$ cat src/rtl/sc_decoder.sv
// -----------------------------------------------------------------------------
// sc_decoder
//   Recovers a binary value from a frame of stochastic-computing words. Every
//   accepted beat adds the number of ones in its word to an accumulator. A frame
//   closes on in_last or when FRAME beats have been accepted, whichever comes
//   first. The scaled and saturated result is then presented until it is
//   consumed. A frame that closes early is scaled as if it were padded with
//   all-zero beats up to FRAME beats.
//
// Ports
//   clk           sole clock, rising edge
//   rst_n         asynchronous active-low reset
//   in_bitstream  one stochastic word (BITSTREAM bits)
//   in_valid      in_bitstream is valid
//   in_last       final beat of the frame (qualified by in_valid)
//   in_ready      decoder can accept a beat
//   out_data      recovered value (QUANT bits)
//   out_beats     beats accumulated into out_data (1..FRAME)
//   out_short     frame closed by in_last before FRAME beats
//   out_valid     out_data / out_beats / out_short are valid
//   out_ready     consumer accepts the result
// -----------------------------------------------------------------------------
module sc_decoder #(
    parameter int BITSTREAM = 64,
    parameter int QUANT     = 8,
    parameter int FRAME     = 8
) (
    input  logic                       clk,
    input  logic                       rst_n,
    input  logic [BITSTREAM-1:0]       in_bitstream,
    input  logic                       in_valid,
    input  logic                       in_last,
    output logic                       in_ready,
    output logic [QUANT-1:0]           out_data,
    output logic [$clog2(FRAME):0]     out_beats,
    output logic                       out_short,
    output logic                       out_valid,
    input  logic                       out_ready
);

    localparam int ACC_W = $clog2(FRAME * BITSTREAM) + 1;
    localparam int CNT_W = $clog2(FRAME) + 1;
    localparam int POP_W = $clog2(BITSTREAM) + 1;
    localparam int SHIFT = $clog2(FRAME * BITSTREAM);
    localparam int SCL_W = ACC_W + QUANT;

    typedef enum logic {
        ACCUM = 1'b0,
        HOLD  = 1'b1
    } state_t;

    state_t             state, state_n;
    logic [ACC_W-1:0]   acc, acc_n, sum;
    logic [CNT_W-1:0]   cnt, cnt_n, cnt_inc;
    logic [POP_W-1:0]   pop;
    logic [SCL_W-1:0]   scaled;
    logic [QUANT-1:0]   result;
    logic               accept, full, load;

    // Only the number of ones matters, so bit order has no effect on the result.
    always_comb begin
        pop = '0;
        for (int i = 0; i < BITSTREAM; i++) begin
            pop = pop + POP_W'(in_bitstream[i]);
        end
    end

    assign in_ready  = (state == ACCUM) || out_ready;
    assign out_valid = (state == HOLD);
    assign accept    = in_valid && in_ready;

    assign sum     = acc + ACC_W'(pop);
    assign cnt_inc = cnt + CNT_W'(1);
    assign full    = (cnt_inc == CNT_W'(FRAME));

    // Scaling against the full-frame capacity is what zero-pads short frames.
    // Anything above the QUANT-bit range saturates to all ones.
    assign scaled = (SCL_W'(sum) << QUANT) >> SHIFT;
    assign result = (|scaled[SCL_W-1:QUANT]) ? '1 : scaled[QUANT-1:0];

    // NOTE: every output of this block gets a default first, so no path leaves
    // a variable unassigned and no latch is inferred.
    always_comb begin
        state_n = state;
        acc_n   = acc;
        cnt_n   = cnt;
        load    = 1'b0;
        if (state == HOLD && out_ready) begin
            state_n = ACCUM;
        end
        // acc/cnt are already zero in HOLD (they are cleared on close), so a
        // beat accepted while the result is consumed starts the next frame.
        if (accept) begin
            if (in_last || full) begin
                state_n = HOLD;
                acc_n   = '0;
                cnt_n   = '0;
                load    = 1'b1;
            end else begin
                acc_n = sum;
                cnt_n = cnt_inc;
            end
        end
    end

    // NOTE: sequential state uses non-blocking assignments so every register
    // samples values from before the edge, whatever order the statements are in.
    always_ff @(posedge clk or negedge rst_n) begin
        if (!rst_n) begin
            state     <= ACCUM;
            acc       <= '0;
            cnt       <= '0;
            out_data  <= '0;
            out_beats <= '0;
            out_short <= 1'b0;
        end else begin
            state <= state_n;
            acc   <= acc_n;
            cnt   <= cnt_n;
            // The result registers change only when a frame closes, so they
            // stay stable while a result waits for out_ready.
            if (load) begin
                out_data  <= result;
                out_beats <= cnt_inc;
                out_short <= !full;
            end
        end
    end

endmodule

$ cat config.mk
export PLATFORM = sky130hd
export DESIGN_NAME = sc_decoder
export DESIGN_NICKNAME = d
export VERILOG_FILES = /design/src/rtl/sc_decoder.sv
export SDC_FILE = /design/constraint.sdc
export NUM_CORES = 1
export LEC_CHECK = 0
export ABC_AREA = 0
export BUFFER_PORTS_ARGS = -buffer_cell sky130_fd_sc_hd__buf_2
export CORE_MARGIN = 1.5
export CORE_UTILIZATION = 45
export CTS_BUF_LIST = sky130_fd_sc_hd__clkbuf_2 sky130_fd_sc_hd__clkbuf_4 sky130_fd_sc_hd__clkbuf_8
export DETAILED_ROUTE_END_ITERATION = 7
export HOLD_SLACK_MARGIN = 0.06
export PLACE_DENSITY = 0.81
export SLEW_MARGIN = 20
export SYNTH_ARGS = -nofsm -noshare
export SYNTH_HDL_FRONTEND = slang
export SYNTH_SLANG_ARGS = --single-unit
$ cat constraint.sdc
create_clock -name clk -period 5.9 [get_ports clk]
set_input_delay 0.295 -clock clk [delete_from_list [all_inputs] [get_ports clk]]
set_output_delay 0.295 -clock clk [all_outputs]
set_load 0.01 [all_outputs]
# [Yosys cells after proc, flatten, opt, wreduce, memory -nomap -nowiden]
# Cells that the tools add are included.
[word_totals] regBits=28 out_inout_bits=15 wordCells=86
[op_classes] n_addsub=65 n_eq_ne=1 n_mux=8 bitwise=1 n_reduce_logical=5
[ops] op="$add 7x1->7" n=57
[ops] op="$add 10x7->10" n=1
[ops] op="$mux 10" n=1
[ops] op="$mux 8" n=1
[ops] op="$add 6x1->7" n=1
[ops] op="$add 5x1->6" n=1
[ops] op="$add 4x1->5" n=1
[ops] op="$mux 1" n=5
[ops] op="$add 3x1->4" n=1
[ops] op="$add 4x1->4 const B" n=1
[ops] op="$eq 4x4->1 const B" n=1
[ops] op="$mux 4" n=1
[ops] op="$add 2x1->3" n=1
[ops] op="$add 1x1->2" n=1
[ops] op="$logic_and 1x1->1" n=2
[ops] op="$logic_or 1x1->1" n=2
[ops] op="$logic_not 1->1" n=1
[ops] op="$not 1->1" n=1

# [Longest topological paths before layout]
# Gate-level depths: netlist of the first run.
[depth] depth_word=65 depth_mapped=21 depth_no_buf=21

# [Worst setup path before layout of the first run]
# OpenSTA, ideal clock, no wires.
[synth_timing] path_type="input to register" start="input port in_bitstream[35]" end="register out_data[1]" setup_time_ns=0.136 arrival_ns=5.983 path_slack_ns=-0.219 path_stages=21 n_path_buf=0 cell_sequence="inv_1 fa_1 inv_1 fa_1 fa_1 inv_1 fa_1 inv_1 fa_1 fa_1 fa_1 inv_1 fa_1 inv_1 ha_1 nor2b_1 o21ai_1 o21ai_1 a31oi_2 a211oi_4 a31oi_1"
[synth_between] elab_chain_cells=31
[synth_lines] item="start: declaration" line_no="30" text="input logic [BITSTREAM-1:0] in_bitstream,"
[synth_lines] item="$add 7x1->7 (29 in series)" line_no="64" text="pop = pop + POP_W'(in_bitstream[i]);"
[synth_lines] item="$add 10x7->10" line_no="72" text="assign sum = acc + ACC_W'(pop);"
[synth_lines] item="$mux 8" line_no="79" text="assign result = (|scaled[SCL_W-1:QUANT]) ? '1 : scaled[QUANT-1:0];"
[synth_lines] item="end signal: assignment" line_no="123" text="out_data <= result;"
[synth_lines] item="end: declaration" line_no="34" text="output logic [QUANT-1:0] out_data,"
# Every way passes these cells.
# A chain may end at the register's enable or synchronous reset.

# [Worst setup path in the final report of the first run]
[layout_timing] start="input port in_bitstream[35]" end="register out_data[6]"
# The elaborated chain is that of the path after synthesis.

==> results.py, run 1 <==
metrics = {
    "synth": {
        "yosys.area.top_type_share": 0.3511,
        "async_reset_ff_frac": 1.000,
        "synth_nets": 469,
        "postSynthAreaPerCell_um2": 10.10,
        "synth_seq_area_share": 0.2194,
        "yosysTopAreaCell": "fa_1",
        "synth_seq_cells": 28,
        "synth_common_cells": "inv_1 (88), fa_1 (56), dfrtp_1 (28), ha_1 (28), nand2_1 (25)",
        "synth-edff-count": 0,
        "synthFlopType": "dfrtp_1",
        "synth_cells": 316,
        "yosys_warnings": 0,
        "synth_area_leaders": "fa_1 (35%), dfrtp_1 (22%), ha_1 (11%)",
        "netlist-cell-type-count": 34,
        "syn_area_um2": 3193,
        "synth_most_common_cell": "inv_1",
    },
    "critical_path": {
        "critical_path_class": "in2reg",
        "required_ns": 6.06,
        "reg2reg_slack_ns": 0.33,
        "critPathCaptureType": "register",
        "r2r_end": "out_data[6]",
        "startpoint_type": "primary input",
        "critPathArrivalTime_ns": 5.94,
        "reg2reg_from": "acc[0]",
        "cp_max_fo": 3,
        "r2r_cells": 19,
    },
    "clocking": {
        "cts_made_buffers": 3,
        "cts_buffer_depth": 2,
        "clk_pin_slew_worst_paths_ns": 0.09,
        "htree_levels": 1,
        "clock_latency_ns": 0.28,
        "clock_sinks": 28,
        "clockRootBuffer": "clkbuf_8",
        "postCtsSetupBuffers": 0,
        "tritoncts": "built",
    },
    "drt": {
        "antenna_left": 0,
        "viasPerCell": 4.714,
        "vias": 2376,
        "drt_iter0_drc": 82,
        "drtPass1Iterations": 4,
        "wirelength_um": 6108,
        "drc": 0,
        "routedWlPerCell_um": 12.12,
    },
    "cells_and_area": {
        "final_area_um2": 3880,
        "area_growth_pct": 21.51,
        "drive_above_1_share": 0.2770,
        "fin_nets": 562,
        "antenna_cells": 0,
        "fill_cells": 593,
    },
    "timing": {
        "post-route-period-util": 0.9807,
        "tightest_slew_ns": 0.6837,
        "period_minus_slack_ns": 5.786,
        "fmax_mhz": 172.8,
        "finalClockSkew_ns": 0.007020,
        "rsz0062_at_grt": "true",
        "setup_viol": 0,
        "drv_slew": 0,
        "finalSetupTns_ns": 0,
        "finalHoldViolCount": 0,
        "max-slew-margin-rel": 0.5431,
    },
    "run_status": {
        "status": "complete, no violations",
    },
    "floorplanning": {
        "start_util": 0.4674,
        "design.core.area_um2": 6832,
        "die_w_um": 87.24,
        "die_y_um": 87.24,
        "ios": 84,
        "die-area_um2": 7610,
        "rows": 30,
    },
    "global_route": {
        "grt_pass1_vias": 2556,
        "grt_first_pass_wirelength_um": 10300,
        "antenna_found_initial": 0,
        "overflow": 0,
        "track_usage": 0.1696,
        "grt_max_degree": 29,
    },
    "place": {
        "dp_hpwl_um": 5376,
        "portBuffers": 83,
        "post_dp_cell_area_um2": 3780,
        "gp_congestion": 0.8373,
    },
    "hold_path": {
        "whs_endpoint": "out_valid",
        "hp-class": "in2reg",
        "min_from": "out_ready",
        "whs_path_depth": 3,
    },
    "flow_run": {
        "cap_violations": 0,
    },
}
==> cells by family after synthesis <==
kind of cell               after synthesis  synth area share
buffers and inverters                   94            0.1156
DFF                                     28            0.2194
adders and majority gates               84            0.4608
AOI/OAI and AO/OA                       51            0.1074
xor gates and xnor gates                 8           0.02194
and+or+nand+nor                         50           0.07171
muxes                                    1          0.003135
==> sequential cells by signal (all words and copies together) (netlist names) <==
| register | cells |
|---|---|
| cnt | 4 |
| acc | 10 |
| out_data | 8 |
| out_valid | 1 |
| out_short | 1 |
| out_beats | 4 |
==> placed cells by master (no fill, tap or decap), types with 2 or more instances in the layout <==
cell type,synthesis,final
inv_1,88,87
buf_2,1,83
fa_1,56,52
ha_1,28,28
dfrtp_1,28,28
nand2_1,25,25
nor2_1,11,11
o21ai_0,13,9
buf_4,0,9
a31oi_1,9,8
a21o_1,6,6
o31ai_1,6,6
a21oi_1,6,5
o21ai_1,3,5
xor2_1,4,4
fa_2,0,4
clkbuf_8,0,4
nand2b_1,3,3
xnor2_1,4,3
o21a_1,2,2
nor2b_1,3,2
o21ai_2,0,2
a31oi_2,2,2
==> critical path: stages <==
cell and delay, ns:
buf_2 0.07, inv_1 0.04, fa_1 0.54, inv_2 0.04, fa_2 0.38, fa_1 0.54, inv_1 0.06, fa_1 0.52
inv_1 0.05, fa_1 0.51, fa_2 0.45, fa_1 0.48, inv_1 0.05, fa_1 0.50, inv_1 0.05, ha_1 0.28
nor2b_1 0.14, o21ai_2 0.15, o21ai_2 0.11, buf_4 0.15, a31oi_2 0.20, xor2_1 0.21, a31oi_1 0.11
==> how the worst max path moves through the flow <==
stage / from / endpoint / slack (ns)
2_1_floorplan: in_bitstream[35] / out_data[1] / 0.0008
3_3_place_gp: in_bitstream[17] / out_data[5] / -0.18
3_5_place_dp: in_bitstream[0] / out_data[5] / -0.28
4_1_cts: in_bitstream[17] / out_data[5] / 0.02
5_1_grt: in_bitstream[35] / out_data[7] / -0.10
6_report: in_bitstream[35] / out_data[6] / 0.11
==> routing by layer <==
metal  up-vias  part of all wire  track usage
met2        64              0.53       0.3312
met4         0             0.012      0.03463
li1       1151                 -            -
met1      1156              0.42       0.2027
met3         5             0.038      0.01327
met5         -                 0            0
==> per-stage QoR <==
| stage | std cells | hold slack (ns) | setup slack (ns) | util |
|---|---|---|---|---|
| after floorplan | 316 | -0.0005911 | 0.0007838 | - |
| after global placement | 499 | 0.3333 | -0.1755 | 0.5533 |
| after detailed placement | 499 | 0.3372 | -0.2783 | 0.5533 |
| after CTS | 504 | 0.3289 | 0.01966 | 0.5628 |
| after global routing | 504 | 0.3546 | -0.1034 | 0.5679 |
| final | 504 | 0.3231 | 0.1137 | 0.5679 |
==> cell type report <==
type,instances,area (um2),share of cell area
Sequential cell,28,700.7,0.1806
Tap cell,96,120.1,0.03096
Inverter,88,330.3,0.08513
Multi-Input combinational cell,194,2170,0.5592
Timing Repair Buffer,94,504.2,0.1300
Clock buffer,4,55.05,0.01419
==> timing repair <==
action	4_1_cts	5_1_grt
resized for setup	0	14
hold endpoints to repair	28	0
endpoints found under the setup margin	0	14
hold buffers	1	0
Power of run 1 is not shown: default switching activity piles up to over one toggle a cycle in this logic, so the estimate is an artifact.
==> run 2: changes to the inputs <==
==> constraint.sdc (replaced) <==
create_clock -name clk -period 5.25 [get_ports clk]
set_input_delay 0.2625 -clock clk [delete_from_list [all_inputs] [get_ports clk]]
set_output_delay 0.2625 -clock clk [all_outputs]
set_load 0.01 [all_outputs]
==> run 2 against run 1 <==
Compared with the run above:
- global-route usage rose by 1.2 points
- the flow now finishes with violations (setup timing)
- final cell count rose by 2.8%
- flip-flop and latch count unchanged
- first-iteration DRC count stayed put
- register-to-register slack lost 0.72 ns
- via count is 3.2% higher
- clock skew decreased by 0.0040 ns
- routed wire length up 5.9%
- hold slack lost 0.032 ns
- largest cell class unchanged
==> results.py, run 2 (synthesis gave the netlist of run 1 again) <==
metrics = {
    "floorplanning": {
        "design.core.area_um2": 6832,
        "die_y_um": 87.24,
        "rows": 30,
        "die_w_um": 87.24,
        "start_util": 0.4674,
        "die-area_um2": 7610,
        "ios": 84,
    },
    "global_route": {
        "grt_max_degree": 29,
        "grt_first_pass_wirelength_um": 10880,
        "overflow": 0,
        "antenna_found_initial": 0,
        "track_usage": 0.1814,
        "grt_pass1_vias": 2576,
    },
    "flow_run": {
        "cap_violations": 0,
    },
    "timing": {
        "drv_slew": 0,
        "post-route-period-util": 1.103,
        "max-slew-margin-rel": 0.5239,
        "finalSetupTns_ns": -7.985,
        "finalClockSkew_ns": 0.002986,
        "period_minus_slack_ns": 5.792,
        "fmax_mhz": 172.6,
        "setup_viol": 17,
        "rsz0062_at_grt": "true",
        "worst_slack_ns": -0.5422,
        "tightest_slew_ns": 0.7124,
        "finalHoldViolCount": 0,
    },
    "drt": {
        "antenna_left": 0,
        "routedWlPerCell_um": 12.49,
        "wirelength_um": 6468,
        "vias": 2452,
        "drtPass1Iterations": 4,
        "viasPerCell": 4.734,
        "drt_iter0_drc": 82,
        "drc": 0,
    },
    "cells_and_area": {
        "final_area_um2": 4115,
        "regMostFlops": "acc",
        "layout_common_cells": "inv_1 (82), buf_2 (81), fa_1 (45), ha_1 (28), dfrtp_1 (28)",
        "finalCoreUtilization": 0.6024,
        "largest_reg_flops": 10,
        "largest_registers": "acc x10, out_data x8",
        "fin_nets": 576,
        "final_common_cell": "inv_1",
        "drive_above_1_share": 0.3436,
        "area_growth_pct": 28.88,
        "antenna_cells": 0,
        "fill_cells": 576,
        "fin_cells": 518,
    },
    "critical_path": {
        "required_ns": 5.42,
        "cp_max_fo": 3,
        "startpoint_type": "primary input",
        "r2r_cells": 16,
        "critPathArrivalTime_ns": 5.96,
        "critPathCaptureType": "register",
        "critical_path_class": "in2reg",
    },
    "clocking": {
        "clockRootBuffer": "clkbuf_8",
        "htree_levels": 1,
        "clk_pin_slew_worst_paths_ns": 0.10,
        "cts_buffer_depth": 2,
        "clock_sinks": 28,
        "cts_made_buffers": 3,
        "tritoncts": "built",
        "clock_latency_ns": 0.28,
    },
    "place": {
        "numPlacedInstances": 505,
        "portBuffers": 83,
        "gp_congestion": 0.7984,
        "dp_hpwl_um": 5416,
        "post_dp_cell_area_um2": 3845,
    },
    "run_status": {
        "violations": "setup timing",
        "status": "complete, but fails checks",
    },
    "hold_path": {
        "whs_path_depth": 3,
        "hp-class": "in2reg",
    },
}
[run 2: final cells by class]
class                      instances  area [um2]  area share
multi-input combinational        194        2252      0.5473
sequential                        28       700.7      0.1703
timing repair buffer             108       633.1      0.1538
inverter                          88       337.8     0.08209
tap                               96       120.1     0.02919
clock buffer                       3       41.29     0.01003
clock inverter                     1       30.03    0.007297
[run 2: path summary, 6_finish.rpt]
path                            slack (ns)      endpoint        startpoint
worst max-delay path                 -0.54   out_data[5]  in_bitstream[17]
worst min-delay path                  0.29     out_valid         out_ready
worst max register to register       -0.39   out_data[5]            acc[0]
worst min register to register        0.48  out_beats[2]      out_beats[2]
max in group asynchronous             4.33        acc[1]             rst_n
min in group asynchronous             0.52  out_beats[2]             rst_n
[run 2: through the flow]
stage,setup WS (ns),hold WS [ns]
6_report,-0.5422,0.2912
5_1_grt,-0.7204,0.3149
4_1_cts,-0.5131,0.2850
3_5_place_dp,-1.020,0.3062
3_3_place_gp,-0.8072,0.2971
2_1_floorplan,-0.5521,-0.03309
[run 2: routing by layer]
layer / global-route usage / routed length [um]
met2: 0.3369 / 3434
met1: 0.2213 / 2656
met3: 0.02180 / 312
met5: 0 / 0
met4: 0.05051 / 65
[run 2: what timing repair did]
item / 4_1_cts / 5_1_grt
gates resized for setup: 26 / 5
pin swaps: 12 / 8
setup endpoints to repair: 17 / 17
hold buffers: 1 / 0
buffers inserted: 6 / 2
hold endpoints to repair: 28 / 0
[run 2: critical path, cell delays in order]
cell and delay (ns):
buf_6 0.09, fa_1 0.55, inv_2 0.04, fa_2 0.53, inv_2 0.03, fa_1 0.47, inv_1 0.05, fa_1 0.48
fa_1 0.55, fa_1 0.44, fa_1 0.52, fa_1 0.43, fa_2 0.37, fa_2 0.37, nor2b_2 0.14, o31a_1 0.19
o21ai_1 0.09, nand2b_1 0.12, xnor2_2 0.14, a31oi_1 0.10
Power of run 2 is left out for the same reason.
